**config.mk**
```make
export PLATFORM = sky130hd
export DESIGN_NAME = dds_channel_scheduler
export DESIGN_NICKNAME = d
export VERILOG_FILES = /design/src/rtl/dds_channel_scheduler.sv
export SDC_FILE = /design/constraint.sdc
export NUM_CORES = 1
export LEC_CHECK = 0
export CAP_MARGIN = 30
export CORE_MARGIN = 5
export CORE_UTILIZATION = 55
export CTS_BUF_LIST = sky130_fd_sc_hd__clkbuf_8
export DETAILED_ROUTE_END_ITERATION = 10
export PLACE_DENSITY = 0.77
export SLEW_MARGIN = 5
export SYNTH_ARGS = -nofsm -noshare
export SYNTH_HDL_FRONTEND = slang
export SYNTH_SLANG_ARGS = --single-unit
```
**constraint.sdc**
```tcl
create_clock -name clk -period 6.8 [get_ports clk]
set_clock_uncertainty 0.2 [all_clocks]
set_input_delay 0.68 -clock clk [delete_from_list [all_inputs] [get_ports clk]]
set_output_delay 0.68 -clock clk [all_outputs]
set_load 0.02 [all_outputs]
```
**src/rtl/dds_channel_scheduler.sv**
```systemverilog
// Round-robin NCO scheduler: shares one dds core between NUM_CH channels, each
// with its own phase accumulator and frame-consistent FCW, and tags dds results by channel.
module dds_channel_scheduler #(
  parameter  int unsigned NUM_CH      = 4,
  parameter  int unsigned PHASE_DW    = 16,
  parameter  int unsigned OUT_DW      = 16,
  parameter  int unsigned DDS_LATENCY = 4,
  localparam int unsigned CH_W        = $clog2(NUM_CH)
) (
  input  logic                  clk,
  input  logic                  reset_n,
  input  logic                  enable,
  input  logic                  cfg_wr_en,
  input  logic [CH_W-1:0]       cfg_ch,
  input  logic [PHASE_DW-1:0]   cfg_fcw,
  input  logic                  cfg_sync,
  output logic [PHASE_DW-1:0]   dds_phase_tdata,
  output logic                  dds_phase_tvalid,
  input  logic [OUT_DW-1:0]     dds_sin_tdata,
  input  logic [OUT_DW-1:0]     dds_cos_tdata,
  input  logic                  dds_tvalid,
  output logic [2*OUT_DW-1:0]   m_axis_tdata,
  output logic [CH_W-1:0]       m_axis_tuser,
  output logic                  m_axis_tlast,
  output logic                  m_axis_tvalid,
  output logic                  busy,
  output logic                  tag_err
);

  localparam int unsigned CNT_W = $clog2(DDS_LATENCY + 1);
  localparam logic [CH_W-1:0] LAST_CH = CH_W'(NUM_CH - 1);

  localparam logic [1:0] ST_IDLE  = 2'd0;
  localparam logic [1:0] ST_RUN   = 2'd1;
  localparam logic [1:0] ST_DRAIN = 2'd2;

  logic [1:0]            state_q, state_d;
  logic [CH_W-1:0]       ch_ptr_q, ch_ptr_d;
  logic [CNT_W-1:0]      drain_cnt_q, drain_cnt_d;
  logic                  sync_pend_q, sync_pend_d;
  logic [PHASE_DW-1:0]   acc_q    [NUM_CH];
  logic [PHASE_DW-1:0]   acc_d    [NUM_CH];
  logic [PHASE_DW-1:0]   fcw_q    [NUM_CH];
  logic [PHASE_DW-1:0]   fcw_d    [NUM_CH];
  logic [PHASE_DW-1:0]   shadow_q [NUM_CH];
  logic [PHASE_DW-1:0]   shadow_d [NUM_CH];
  logic [PHASE_DW-1:0]   phase_q, phase_d;
  logic                  phase_vld_q, phase_vld_d;
  logic [CH_W-1:0]       issue_ch_q, issue_ch_d;
  logic                  tag_vld_q [DDS_LATENCY];
  logic                  tag_vld_d [DDS_LATENCY];
  logic [CH_W-1:0]       tag_ch_q  [DDS_LATENCY];
  logic [CH_W-1:0]       tag_ch_d  [DDS_LATENCY];
  logic [2*OUT_DW-1:0]   tdata_q, tdata_d;
  logic [CH_W-1:0]       tuser_q, tuser_d;
  logic                  tlast_q, tlast_d;
  logic                  tvalid_q, tvalid_d;
  logic                  busy_q, busy_d;
  logic                  tag_err_q, tag_err_d;

  logic                  issue_c, boundary_c, apply_sync_c;
  logic [PHASE_DW-1:0]   cur_acc_c, fcw_eff_c;

  // Next-state: FSM, per-channel accumulate/commit, issue register, tag pipe, output stage
  always_comb begin
    state_d     = state_q;
    ch_ptr_d    = ch_ptr_q;
    drain_cnt_d = drain_cnt_q;
    acc_d       = acc_q;
    fcw_d       = fcw_q;
    shadow_d    = shadow_q;
    phase_d     = phase_q;
    phase_vld_d = 1'b0;
    issue_ch_d  = issue_ch_q;
    tdata_d     = tdata_q;
    tuser_d     = tuser_q;
    tlast_d     = tlast_q;
    tvalid_d    = 1'b0;
    tag_err_d   = tag_err_q;

    issue_c      = (state_q == ST_RUN);
    boundary_c   = issue_c && (ch_ptr_q == '0);
    apply_sync_c = boundary_c && sync_pend_q;
    sync_pend_d  = (sync_pend_q && !apply_sync_c) || cfg_sync;

    // The boundary issue already uses the freshly committed FCW set
    fcw_eff_c = boundary_c ? shadow_q[ch_ptr_q] : fcw_q[ch_ptr_q];
    cur_acc_c = apply_sync_c ? '0 : acc_q[ch_ptr_q];

    if (cfg_wr_en) shadow_d[cfg_ch] = cfg_fcw;
    if (boundary_c) fcw_d = shadow_q;
    if (apply_sync_c) begin
      for (int unsigned i = 0; i < NUM_CH; i++) acc_d[i] = '0;
    end

    if (issue_c) begin
      phase_d           = cur_acc_c;
      phase_vld_d       = 1'b1;
      issue_ch_d        = ch_ptr_q;
      acc_d[ch_ptr_q]   = cur_acc_c + fcw_eff_c;
      ch_ptr_d          = (ch_ptr_q == LAST_CH) ? '0 : ch_ptr_q + CH_W'(1);
    end

    case (state_q)
      ST_IDLE: begin
        if (enable) state_d = ST_RUN;
      end
      ST_RUN: begin
        if ((ch_ptr_q == LAST_CH) && !enable) begin
          state_d     = ST_DRAIN;
          drain_cnt_d = CNT_W'(DDS_LATENCY - 1);
        end
      end
      ST_DRAIN: begin
        if (drain_cnt_q == '0) state_d = ST_IDLE;
        else drain_cnt_d = drain_cnt_q - CNT_W'(1);
      end
      default: state_d = ST_IDLE;
    endcase
    busy_d = (state_d != ST_IDLE);

    // Tag pipe is fed from the issue register so its tail lines up with dds_tvalid
    tag_vld_d[0] = phase_vld_q;
    tag_ch_d[0]  = issue_ch_q;
    for (int unsigned i = 1; i < DDS_LATENCY; i++) begin
      tag_vld_d[i] = tag_vld_q[i-1];
      tag_ch_d[i]  = tag_ch_q[i-1];
    end

    if (dds_tvalid != tag_vld_q[DDS_LATENCY-1]) tag_err_d = 1'b1;
    if (dds_tvalid) begin
      tvalid_d = 1'b1;
      tdata_d  = {dds_sin_tdata, dds_cos_tdata};
      tuser_d  = tag_ch_q[DDS_LATENCY-1];
      tlast_d  = (tag_ch_q[DDS_LATENCY-1] == LAST_CH);
    end
  end

  always_ff @(posedge clk or negedge reset_n) begin
    if (!reset_n) begin
      state_q     <= ST_IDLE;
      ch_ptr_q    <= '0;
      drain_cnt_q <= '0;
      sync_pend_q <= 1'b0;
      for (int unsigned i = 0; i < NUM_CH; i++) begin
        acc_q[i]    <= '0;
        fcw_q[i]    <= '0;
        shadow_q[i] <= '0;
      end
      phase_q     <= '0;
      phase_vld_q <= 1'b0;
      issue_ch_q  <= '0;
      for (int unsigned i = 0; i < DDS_LATENCY; i++) begin
        tag_vld_q[i] <= 1'b0;
        tag_ch_q[i]  <= '0;
      end
      tdata_q     <= '0;
      tuser_q     <= '0;
      tlast_q     <= 1'b0;
      tvalid_q    <= 1'b0;
      busy_q      <= 1'b0;
      tag_err_q   <= 1'b0;
    end else begin
      state_q     <= state_d;
      ch_ptr_q    <= ch_ptr_d;
      drain_cnt_q <= drain_cnt_d;
      sync_pend_q <= sync_pend_d;
      acc_q       <= acc_d;
      fcw_q       <= fcw_d;
      shadow_q    <= shadow_d;
      phase_q     <= phase_d;
      phase_vld_q <= phase_vld_d;
      issue_ch_q  <= issue_ch_d;
      tag_vld_q   <= tag_vld_d;
      tag_ch_q    <= tag_ch_d;
      tdata_q     <= tdata_d;
      tuser_q     <= tuser_d;
      tlast_q     <= tlast_d;
      tvalid_q    <= tvalid_d;
      busy_q      <= busy_d;
      tag_err_q   <= tag_err_d;
    end
  end

  assign dds_phase_tdata  = phase_q;
  assign dds_phase_tvalid = phase_vld_q;
  assign m_axis_tdata     = tdata_q;
  assign m_axis_tuser     = tuser_q;
  assign m_axis_tlast     = tlast_q;
  assign m_axis_tvalid    = tvalid_q;
  assign busy             = busy_q;
  assign tag_err          = tag_err_q;

endmodule

```
==> flow_summary_export.csv <==
group,metric,value,unit
outcome,status,"complete, no violations",
clocking,cts_tree,"yes",
critical_path,critPathBufInv,2,
route,drt_drc_violations_left,0,
route,drt-initial-drc-count,624,
timing,min_period,4870,ps
timing,fin_setup_tns,0,ps
run,max_cap_viol_count,0,
clocking,clock_path_buffers,3,
synth,syn_inst,1087,
floorplan,initial_core_util,55.2,%
global_route,grt_pass1_vias,8734,
critical_path,critPathArrivalTime,5060,ps
finish,area_growth,18.8,%
synth,syn_area,0.0124,mm2
clocking,path_clk_slew,70,ps
power_and_ir_drop,power_leakage,6.75,nW
finish,drive_gt1_share,20.8,%
synth,synth_edf_count,0,
critical_path,cpPeakStageDelay,790,ps
floorplan,rows,55,
timing,setup_viol,0,
synth,syn_avg_cell_area,11.4,um2
synth,synthArstFlopShare,100,%
placed_design,port_buffers,110,
timing,maxSlewHeadroom,28.1,%
clocking,cts_setup_buffers,0,
critical_path,cp-startpoint,"ch_ptr_q[0]$_DFFE_PN0N_",
global_route,grt_overflow,0,
timing,worst_pin_slew,1080,ps
clocking,root_buffer,"clkbuf_8",
global_route,grt_max_degree,188,
critical_path,crit_type,"reg -> reg",
critical_path,worstPathCellList,"inv_1 -> ha_1 -> nand3b_1 -> buf_4 -> nand2_1 -> nand2_1 -> ha_1 -> a211o_1 -> a2111oi_1 -> o21ai_0 -> and3_1 -> a211oi_2 -> a31oi_1",
timing,maxSlewViolCount,0,
min_path,hp-start,"tag_ch_d[1]$_DFF_PN0_",
global_route,antenna_found_initial,0,
route,drtAntennaViolNets,0,
clocking,cts_buffers,44,
critical_path,path_max_fanout,21,
finish,instances_no_fill,1518,
floorplan,die_y,160,um
route,drt-total-wl,27000,um
timing,hold_violations,0,
route,vias,8596,
placed_design,place.gp.congestion,0.924,
synth,netlist.top_cell.by_area,"dfrtp_1",
synth,ys_types,55,
global_route,grt_pass1_wl,45400,um
critical_path,cp_top_family,"compound AO/OA/AOI/OAI gates",
synth,synth_fp_nets,1164,
critical_path,r2r-start,"ch_ptr_q[0]$_DFFE_PN0N_",
route,drtPass1Iterations,7,
clocking,clock-sinks,269,
synth,yosysWarnings,0,
clocking,htree_levels,2,
route,wl_per_cell,17.8,um
synth,synth_area_leaders,"dfrtp_1 (54%), mux2_2 (10%), nand2_1 (8.7%), mux4_2 (8.2%), o21ai_0 (2.3%)",
finish,finalNetCount,1278,
clocking,clock_latency,570,ps
synth,synth-seq-cells,269,
synth,synth_top_area_share,54.4,%
synth,synth-main-ff-cell,"dfrtp_1",
critical_path,r2r_slack,1930,ps
floorplan,core,0.0224,mm2
min_path,hold_class,"reg -> reg",
floorplan,die_w,160,um
timing,rsz0062_at_grt,"false",
critical_path,startpoint_type,"flip-flop",
floorplan,dieArea,0.0256,mm2
route,drt-vias-per-instance,5.66,
timing,fin_ws,1930,ps
timing,fmax,0.205,GHz
synth,ys_seq_area_share,54.4,%
placed_design,dp.cells,1438,
floorplan,ioPinCount,111,
power_and_ir_drop,vdd_drop_max,0.000257,V
critical_path,critical-path-slowest-cell,"a2111oi_1",
finish,n_antenna_cell,0,
global_route,track_usage,21.4,%
critical_path,cp.required,6990,ps
placed_design,dp_slack,1970,ps
power_and_ir_drop,power_density,517,mW/mm2
placed_design,hpwlAfterDp,17900,um
timing,finalCritPeriodShare,71.6,%
critical_path,critPathCaptureType,"flip-flop",
==> Yosys cell counts, drive strengths merged, types with 10 or more instances <==
library cell and number:
nand2 288, dfrtp 269, mux2 114, o21ai 61, nand3 51, mux4 47
clkbuf 45, nor2 24, a21oi 20, ha 20, and2 19, buf 16
inv 14, o211ai 11, a31oi 10, xnor2 10
==> layer usage <==
layer | share of wire [%] | global-route usage (%)
met5 | 0 | 0
met4 | 2.3 | 7.04
met3 | 5.8 | 4.23
met2 | 46 | 33.2
met1 | 45 | 30.6
==> worst reg2reg max path, stage by stage, from the launching register on <==
cell and delay [ps]:
dfrtp_4 710, inv_1 180, ha_1 270, nand3b_1 480, buf_4 390, nand2_1 90, nand2_1 120, ha_1 250
a211o_1 290, a2111oi_1 790, o21ai_0 260, and3_1 230, a211oi_2 310, a31oi_1 130
==> cell usage in the layout, fill, tap and decap left out, types with 4 or more instances in the layout <==
cell / instances
nand2_1: 287
dfrtp_1: 267
mux2_2: 113
clkdlybuf4s50_1: 109
o21ai_0: 58
clkbuf_8: 55
nand3_1: 51
mux4_2: 45
inv_1: 29
nor2_1: 24
a21oi_1: 20
ha_1: 20
and2_1: 18
buf_4: 12
xnor2_1: 10
a31oi_1: 10
o211ai_1: 10
nand3b_1: 8
a21o_1: 7
and3_1: 6
xor2_1: 6
clkinv_2: 5
buf_8: 5
nand2b_1: 4
nor3_1: 4
==> report_power, final <==
| group | switching (mW) | internal, mW |
|---|---|---|
| combinational | 2.20 | 1.55 |
| clock | 0.622 | 0.770 |
| sequential | 0.315 | 2.15 |
==> state kept, by name, summed over array words and instances, names as in the netlist <==
register,flops
tag_vld_q,1
tag_ch_q,2
dds_phase_tdata,16
tag_ch_d,6
fcw_q,64
m_axis_tlast,1
issue_ch_q,2
ch_ptr_q,2
state_q,2
tag_err,1
m_axis_tdata,32
m_axis_tvalid,1
shadow_q,64
busy,1
dds_phase_tvalid,1
tag_vld_d,3
acc_q,64
m_axis_tuser,2
drain_cnt_q,3
sync_pend_q,1
==> per-stage QoR <==
step	hold WS, ps	util (%)	instance area [um2]	power (mW)
6_report	152	65.6	14700	7.60
3_3_place_gp	133	61.2	13700	6.07
5_1_grt	158	65.6	14700	8.17
3_5_place_dp	140	61.5	13800	6.18
4_1_cts	154	65.5	14700	7.61
2_1_floorplan	131	-	12400	5.18
==> repair_timing <==
| item | CTS | global route |
|---|---|---|
| resized for setup | 0 | 0 |
| hold endpoints to repair | 82 | 0 |
| hold buffers | 1 | 0 |
==> worst paths after layout <==
check / cells past startpoint / to
max: 13 / acc_q[61]$_DFF_PN0_
min: 0 / tag_ch_q[1]$_DFF_PN0_
max reg2reg: 13 / acc_q[61]$_DFF_PN0_
min reg2reg: 0 / tag_ch_q[1]$_DFF_PN0_
max in group asynchronous: 3 / shadow_q[16]$_DFFE_PN0P_
min in group asynchronous: 2 / m_axis_tdata[21]$_DFFE_PN0P_
==> area by class of cell <==
cell class	instances	area, um2
clock buffers	55	757
clock inverters	23	134
fillers	1738	7720
inverters	14	52.6
multi-input cells	743	5360
flip-flops and latches	269	6740
well taps	285	357
repair buffers	129	1310
==> logic make-up after synthesis <==
kind of cell / after synthesis / share of synthesized area (%)
AO/OA/AOI/OAI: 126 / 6.23
adder cells (fa/ha/maj): 21 / 2.18
multiplexers: 163 / 19.3
flip-flops: 269 / 54.4
AND/OR/NAND/NOR: 417 / 14.4
XOR/XNOR: 16 / 1.13
buffers and inverters: 75 / 2.39
(Power assumes the default switching activity.)
